<file path="config.mk">
export PLATFORM = sky130hd
export DESIGN_NAME = euler_integrator_bank
export DESIGN_NICKNAME = d
export VERILOG_FILES = /design/src/rtl/integrator_pkg.sv /design/src/rtl/euler_step_alu.sv /design/src/rtl/euler_integrator_bank.sv
export SDC_FILE = /design/constraint.sdc
export NUM_CORES = 1
export LEC_CHECK = 0
export ABC_AREA = 1
export ABC_CLOCK_PERIOD_IN_PS = 12600
export BUFFER_PORTS_ARGS = -buffer_cell sky130_fd_sc_hd__buf_2
export CAP_MARGIN = 20
export CORE_MARGIN = 2
export CORE_UTILIZATION = 35
export CTS_CLUSTER_SIZE = 10
export DETAILED_ROUTE_END_ITERATION = 7
export GPL_TIMING_DRIVEN = 0
export PLACE_DENSITY = 0.64
export SYNTH_ARGS = -nofsm -noshare
export SYNTH_HDL_FRONTEND = slang
export SYNTH_SLANG_ARGS = --single-unit
</file>
<file path="constraint.sdc">
create_clock -name clock -period 12.6 [get_ports clock]
set_input_delay 1.26 -clock clock [delete_from_list [all_inputs] [get_ports clock]]
set_output_delay 1.26 -clock clock [all_outputs]
set_load 0.02 [all_outputs]
</file>
<file path="src/rtl/integrator_pkg.sv">
// Shared types and constants for the Euler integrator family: FSM states,
// saturation limits at the default width, and the channel-counter width helper.
package integrator_pkg;

    typedef enum logic {
        IDLE = 1'b0,
        RUN  = 1'b1
    } state_t;

    localparam int DEF_WIDTH = 18;

    localparam logic [DEF_WIDTH-1:0] SAT_MAX = {1'b0, {(DEF_WIDTH-1){1'b1}}};
    localparam logic [DEF_WIDTH-1:0] SAT_MIN = {1'b1, {(DEF_WIDTH-1){1'b0}}};

    // Never returns less than 1 so a single-channel bank still has a counter bit.
    function automatic int clog2(input int n);
        int r;
        for (r = 1; (1 << r) < n; r++) begin
        end
        return r;
    endfunction

endpackage

</file>
<file path="src/rtl/euler_step_alu.sv">
// One forward-Euler update: xnext = x + (func >>> dt), with overflow detect.
// Purely combinational, zero latency; no flow control.
module euler_step_alu
    import integrator_pkg::*;
#(
    parameter int WIDTH    = DEF_WIDTH,
    parameter int DT_W     = 4,
    parameter int SATURATE = 1
) (
    input  logic [WIDTH-1:0] x,
    input  logic [WIDTH-1:0] func,
    input  logic [DT_W-1:0]  dt,
    output logic [WIDTH-1:0] xnext,
    output logic             ovf
);

    localparam logic [WIDTH-1:0] POS_LIM = {1'b0, {(WIDTH-1){1'b1}}};
    localparam logic [WIDTH-1:0] NEG_LIM = {1'b1, {(WIDTH-1){1'b0}}};

    logic [WIDTH-1:0] inc;
    logic [WIDTH:0]   sum;

    always_comb begin
        // Shifts past the word collapse to pure sign fill (0 or -1).
        if (int'(dt) >= WIDTH) begin
            inc = {WIDTH{func[WIDTH-1]}};
        end else begin
            inc = WIDTH'($signed(func) >>> dt);
        end
        sum = {x[WIDTH-1], x} + {inc[WIDTH-1], inc};
        ovf = sum[WIDTH] ^ sum[WIDTH-1];
        if (ovf && (SATURATE != 0)) begin
            xnext = sum[WIDTH] ? NEG_LIM : POS_LIM;
        end else begin
            xnext = sum[WIDTH-1:0];
        end
    end

endmodule

</file>
<file path="src/rtl/euler_integrator_bank.sv">
// Multi-channel forward-Euler integrator sharing one ALU across all channels.
// Latency CHANNELS+1 cycles from step to done; new step accepted only in IDLE.
module euler_integrator_bank
    import integrator_pkg::*;
#(
    parameter int WIDTH    = 18,
    parameter int CHANNELS = 4,
    parameter int DT_W     = 4,
    parameter int SATURATE = 1
) (
    input  logic                      clock,
    input  logic                      reset,
    input  logic                      load,
    input  logic [CHANNELS*WIDTH-1:0] x_init,
    input  logic [CHANNELS*WIDTH-1:0] func,
    input  logic [DT_W-1:0]           dt,
    input  logic                      step,
    output logic                      busy,
    output logic                      done,
    output logic [CHANNELS*WIDTH-1:0] x_out,
    output logic [CHANNELS-1:0]       ovf
);

    localparam int CW = clog2(CHANNELS);

    state_t                    state, state_nxt;
    logic [CW-1:0]             cnt;
    logic [CHANNELS*WIDTH-1:0] func_cap;
    logic [DT_W-1:0]           dt_cap;
    logic [CHANNELS*WIDTH-1:0] buf_x, commit_x;
    logic [CHANNELS-1:0]       buf_ovf, commit_ovf;
    logic [WIDTH-1:0]          alu_x, alu_f, alu_next;
    logic                      alu_ovf;
    logic                      last;

    assign last  = (cnt == CW'(CHANNELS - 1));
    assign busy  = (state == RUN);
    assign alu_x = x_out[cnt*WIDTH +: WIDTH];
    assign alu_f = func_cap[cnt*WIDTH +: WIDTH];

    euler_step_alu #(
        .WIDTH    (WIDTH),
        .DT_W     (DT_W),
        .SATURATE (SATURATE)
    ) u_alu (
        .x     (alu_x),
        .func  (alu_f),
        .dt    (dt_cap),
        .xnext (alu_next),
        .ovf   (alu_ovf)
    );

    always_comb begin
        state_nxt = state;
        case (state)
            IDLE:    if (step) state_nxt = RUN;
            RUN:     if (last) state_nxt = IDLE;
            default: state_nxt = IDLE;
        endcase
    end

    // The last channel's result is merged in flight so all channels commit together.
    always_comb begin
        commit_x                       = buf_x;
        commit_x[cnt*WIDTH +: WIDTH]   = alu_next;
        commit_ovf                     = buf_ovf;
        commit_ovf[cnt]                = alu_ovf;
    end

    always_ff @(posedge clock) begin
        if (reset) begin
            state    <= IDLE;
            cnt      <= '0;
            x_out    <= '0;
            ovf      <= '0;
            done     <= 1'b0;
            func_cap <= '0;
            dt_cap   <= '0;
            buf_x    <= '0;
            buf_ovf  <= '0;
        end else if (load) begin
            state   <= IDLE;
            cnt     <= '0;
            x_out   <= x_init;
            ovf     <= '0;
            done    <= 1'b0;
            buf_ovf <= '0;
        end else begin
            state <= state_nxt;
            done  <= 1'b0;
            if (state == IDLE && step) begin
                func_cap <= func;
                dt_cap   <= dt;
                cnt      <= '0;
                buf_ovf  <= '0;
            end
            if (state == RUN) begin
                buf_x[cnt*WIDTH +: WIDTH] <= alu_next;
                buf_ovf[cnt]              <= alu_ovf;
                cnt                       <= cnt + CW'(1);
                if (last) begin
                    x_out <= commit_x;
                    ovf   <= ovf | commit_ovf;
                    done  <= 1'b1;
                    cnt   <= '0;
                end
            end
        end
    end

endmodule

</file>
==> metrics.csv <==
metric,value,unit
IO Port Bufs,227,
post_cts resized,0,
n_diodes,0,
first drt pass iteration count,6,
"Avg Cell Area, Syn",6.401,sq um
run status,"finished, final reports clean",
buffers plus inverters on the worst setup path,6,
row count,73,
final hold vios,0,
pin count of the biggest net entering global routing,14,
Lkg Pwr,7.792,nW
Yosys cell types,51,
placed inst area,0.01587,sq mm
H-tree levels,1,
post-CTS setup repair buffer count,0,
clock root buffer,clkbuf_16,
Final min period,7.006,ns
Nets,2634,
RR Startpoint,cnt[0]$_SDFFE_PP0P_,
worst reg2reg endpoint,x_out[52]$_SDFFE_PP0P_,
worst slew pin tran,1.160,ns
register bit total from synthesis,231,
GP Congestion,0.9912,
first-pass GRT wire length,98030,um
Via Count,16640,
vias in the first global route,15290,
critical path class,flip-flop to flip-flop,
clk buf depth,3,
Starting Density,35.45,%
"Reg clk slew, reported paths",0.06,ns
final setup fails,0,
GRT overflow,0,
hpwl dp,54300,um
Slew headroom,22.41,%
"IR drop worst, VDD",0.09388,mV
crit path launch type,flip-flop,
Routed Antenna Nets,0,
max_cap viols,0,
remaining routing DRC violations,0,
clock tree from TritonCTS,built,
DR WL/cell,22.51,um
sequential cell area fraction in the yosys report,32.91,%
WP data required,13.08,ns
top cell type's share of synthesized area,32.91,%
CTS sink cnt,231,
initial antenna violation count,2,
CP max FO,10,
final setup TNS,0,ns
Ports,230,
main area contributors after synthesis,"dfxtp_1 (33%), nand2_1 (14%), o21ai_0 (8.3%)",
worst r2r path cells,24,
area delta synth->final,18.23,%
Syn. warnings,0,
Hold Crit Depth,2,
"slowest stage cell, crit path",dfxtp_1,
worst skew pair latency,0.56,ns
CTS Buf Count,27,
Total Routing Usage GR,31.39,%
Die Y,204.4,um
period utilization,55.60,%
unrepaired setup endpoints after global routing,false,
cells along the critical path,clkbuf_1 -> clkbuf_1 -> buf_2 -> clkbuf_1 -> clkbuf_1 -> o21ai_0 -> o22ai_1 -> ha_1 -> nand2_1 -> o21ai_1 -> a21oi_1 -> nand2_2 -> nand2_1 -> nand2_1 -> nand2_4 -> buf_2 -> nand4_1 -> nand2_1 -> nand2_1 -> o21ai_1 -> nand2_1 -> nand2_1 -> nand2_1 -> nand2_1,
syn_nets,2374,
post-layout instance area,0.01661,sq mm
synthesized cell area,0.01405,sq mm
Achievable Freq,0.1427,GHz
Total Wirelength,67140,um
vias per cell,5.578,
placed cells,2950,
Starting DRT DRC Count,1804,
Die X,204.4,um
cts hold-fix bufs,0,
"delay-heaviest family, CP",buffers and inverters,
hold_sp,ovf[0]$_SDFFE_PP0P_,
Yosys top cell by area,dfxtp_1,
Crit. End Element,flip-flop,
ys async rst share,0,%
CP arrival,7.48,ns
Post-Syn Instances,2195,
R2R Setup Slk,5.59,ns
Worst Hold Class,flip-flop to flip-flop,
top_reg_cell synth,dfxtp_1,
Most Frequent Cell on Critical Path,nand2_1,
Pwr Density,123.0,mW/mm^2
Post-synth EDFFs,0,
layout cell share with drive strength beyond 1,14.20,%
WHS Endpoint,ovf[0]$_SDFFE_PP0P_,
DIE AREA,0.04177,sq mm
fin cells,2983,
Clock Skew,0.03118,ns
max-slew violations,0,
max incr delay on CP,0.67,ns
core area,0.03964,sq mm
-- power breakdown --
part           switching [mW]  internal, mW
clock network           0.303         0.404
logic                   0.371         0.167
registers              0.0319         0.767
-- metal layers --
layer / share of wire [%] / track usage, % / up-vias
met1: 44 / 44.11 / 7781
met5: 0.018 / 0 / -
met3: 9.9 / 6.250 / 138
li1: - / - / 7813
met2: 42 / 47.92 / 906
met4: 3.5 / 10.20 / 2
-- final cells by class --
class	instances	area [sq um]
fillers	4417	23030
multi-input cells	1603	8004
flip-flops and latches	231	4624
repair buffers	231	1174
inverters	211	792.0
clock buffers	31	700.7
well taps	525	656.9
plain buffers	150	630.6
clock inverters	1	30.03
-- cells in the final DEF, fill, tap and decap left out, drive strengths merged, types with 10 or more instances in the layout --
cell and instances:
o211ai 10, o21ai 266, o22ai 22, ha 26, inv 204, dfxtp 231
nand3 163, a22o 51, a21oi 205, nor2 220, clkbuf 141, nand4 41
nand2 533, a31oi 25, buf 270
-- per-stage QoR --
stage	hold WS, ns	util (%)	power, mW	setup slack (ns)
after floorplan	0.4245	-	1.137	8.513
after global placement	0.4347	39.97	1.333	5.474
after detailed placement	0.4389	40.04	1.335	5.909
after CTS	0.4477	41.88	2.033	5.857
after global routing	0.4666	41.91	2.121	5.333
final	0.4471	41.91	2.044	5.594
-- logic make-up after synthesis --
| kind of cell | synth area share, % |
|---|---|
| adder cells (fa/ha/maj) | 2.458 |
| XOR/XNOR | 0.7480 |
| AO/OA/AOI/OAI | 24.06 |
| buffers and inverters | 10.12 |
| AND/OR/NAND/NOR | 29.70 |
| flip-flops | 32.91 |
-- worst max path at each step --
stage / startpoint / endpoint / slack [ns] / cells after the start
after CTS: cnt[0]$_SDFFE_PP0P_ / x_out[9]$_SDFFE_PP0P_ / 5.86 / 24
after global placement: cnt[0]$_SDFFE_PP0P_ / x_out[12]$_SDFFE_PP0P_ / 5.47 / 20
after global routing: cnt[0]$_SDFFE_PP0P_ / x_out[20]$_SDFFE_PP0P_ / 5.33 / 24
after floorplan: cnt[0]$_SDFFE_PP0P_ / buf_x[50]$_SDFFE_PP0P_ / 8.51 / 25
after detailed placement: cnt[0]$_SDFFE_PP0P_ / x_out[9]$_SDFFE_PP0P_ / 5.91 / 24
final: cnt[0]$_SDFFE_PP0P_ / x_out[52]$_SDFFE_PP0P_ / 5.59 / 24
-- cell usage after synthesis (2+ instances only) --
cell type	number
o211ai_1	8
o22ai_1	18
nand3_2	5
a31oi_1	25
inv_2	3
nand4_1	36
a22oi_1	2
xor2_1	5
a21oi_1	201
clkbuf_1	110
clkinv_1	7
ha_1	26
buf_1	9
nor2_2	5
nand2_2	7
or2_2	3
nand3_1	157
a21oi_2	4
nor3_1	8
nor2_1	215
o21ai_0	233
a32o_1	4
a22o_1	51
xnor2_1	7
inv_1	201
nand4_2	5
o22ai_2	4
nand2_4	10
nand2_1	515
dfxtp_1	231
o311ai_0	2
buf_4	3
o21ai_2	6
buf_2	26
o21ai_1	27
-- sequential cells by signal (all words and copies together), names as in the netlist --
name / count
dt_cap: 4
x_out: 72
func_cap: 72
cnt: 2
buf_x: 72
busy: 1
done: 1
ovf: 4
buf_ovf: 3
-- worst reg2reg max path, cell delays in order, from the launching register on --
cell	delay, ns
dfxtp_1	0.67
clkbuf_1	0.59
clkbuf_1	0.46
buf_2	0.39
clkbuf_1	0.55
clkbuf_1	0.47
o21ai_0	0.17
o22ai_1	0.56
ha_1	0.43
nand2_1	0.16
o21ai_1	0.11
a21oi_1	0.27
nand2_2	0.10
nand2_1	0.07
nand2_1	0.16
nand2_4	0.17
buf_2	0.24
nand4_1	0.24
nand2_1	0.20
nand2_1	0.10
o21ai_1	0.45
nand2_1	0.15
nand2_1	0.10
nand2_1	0.06
nand2_1	0.06
Note: power is estimated with default switching activity, not from simulation.
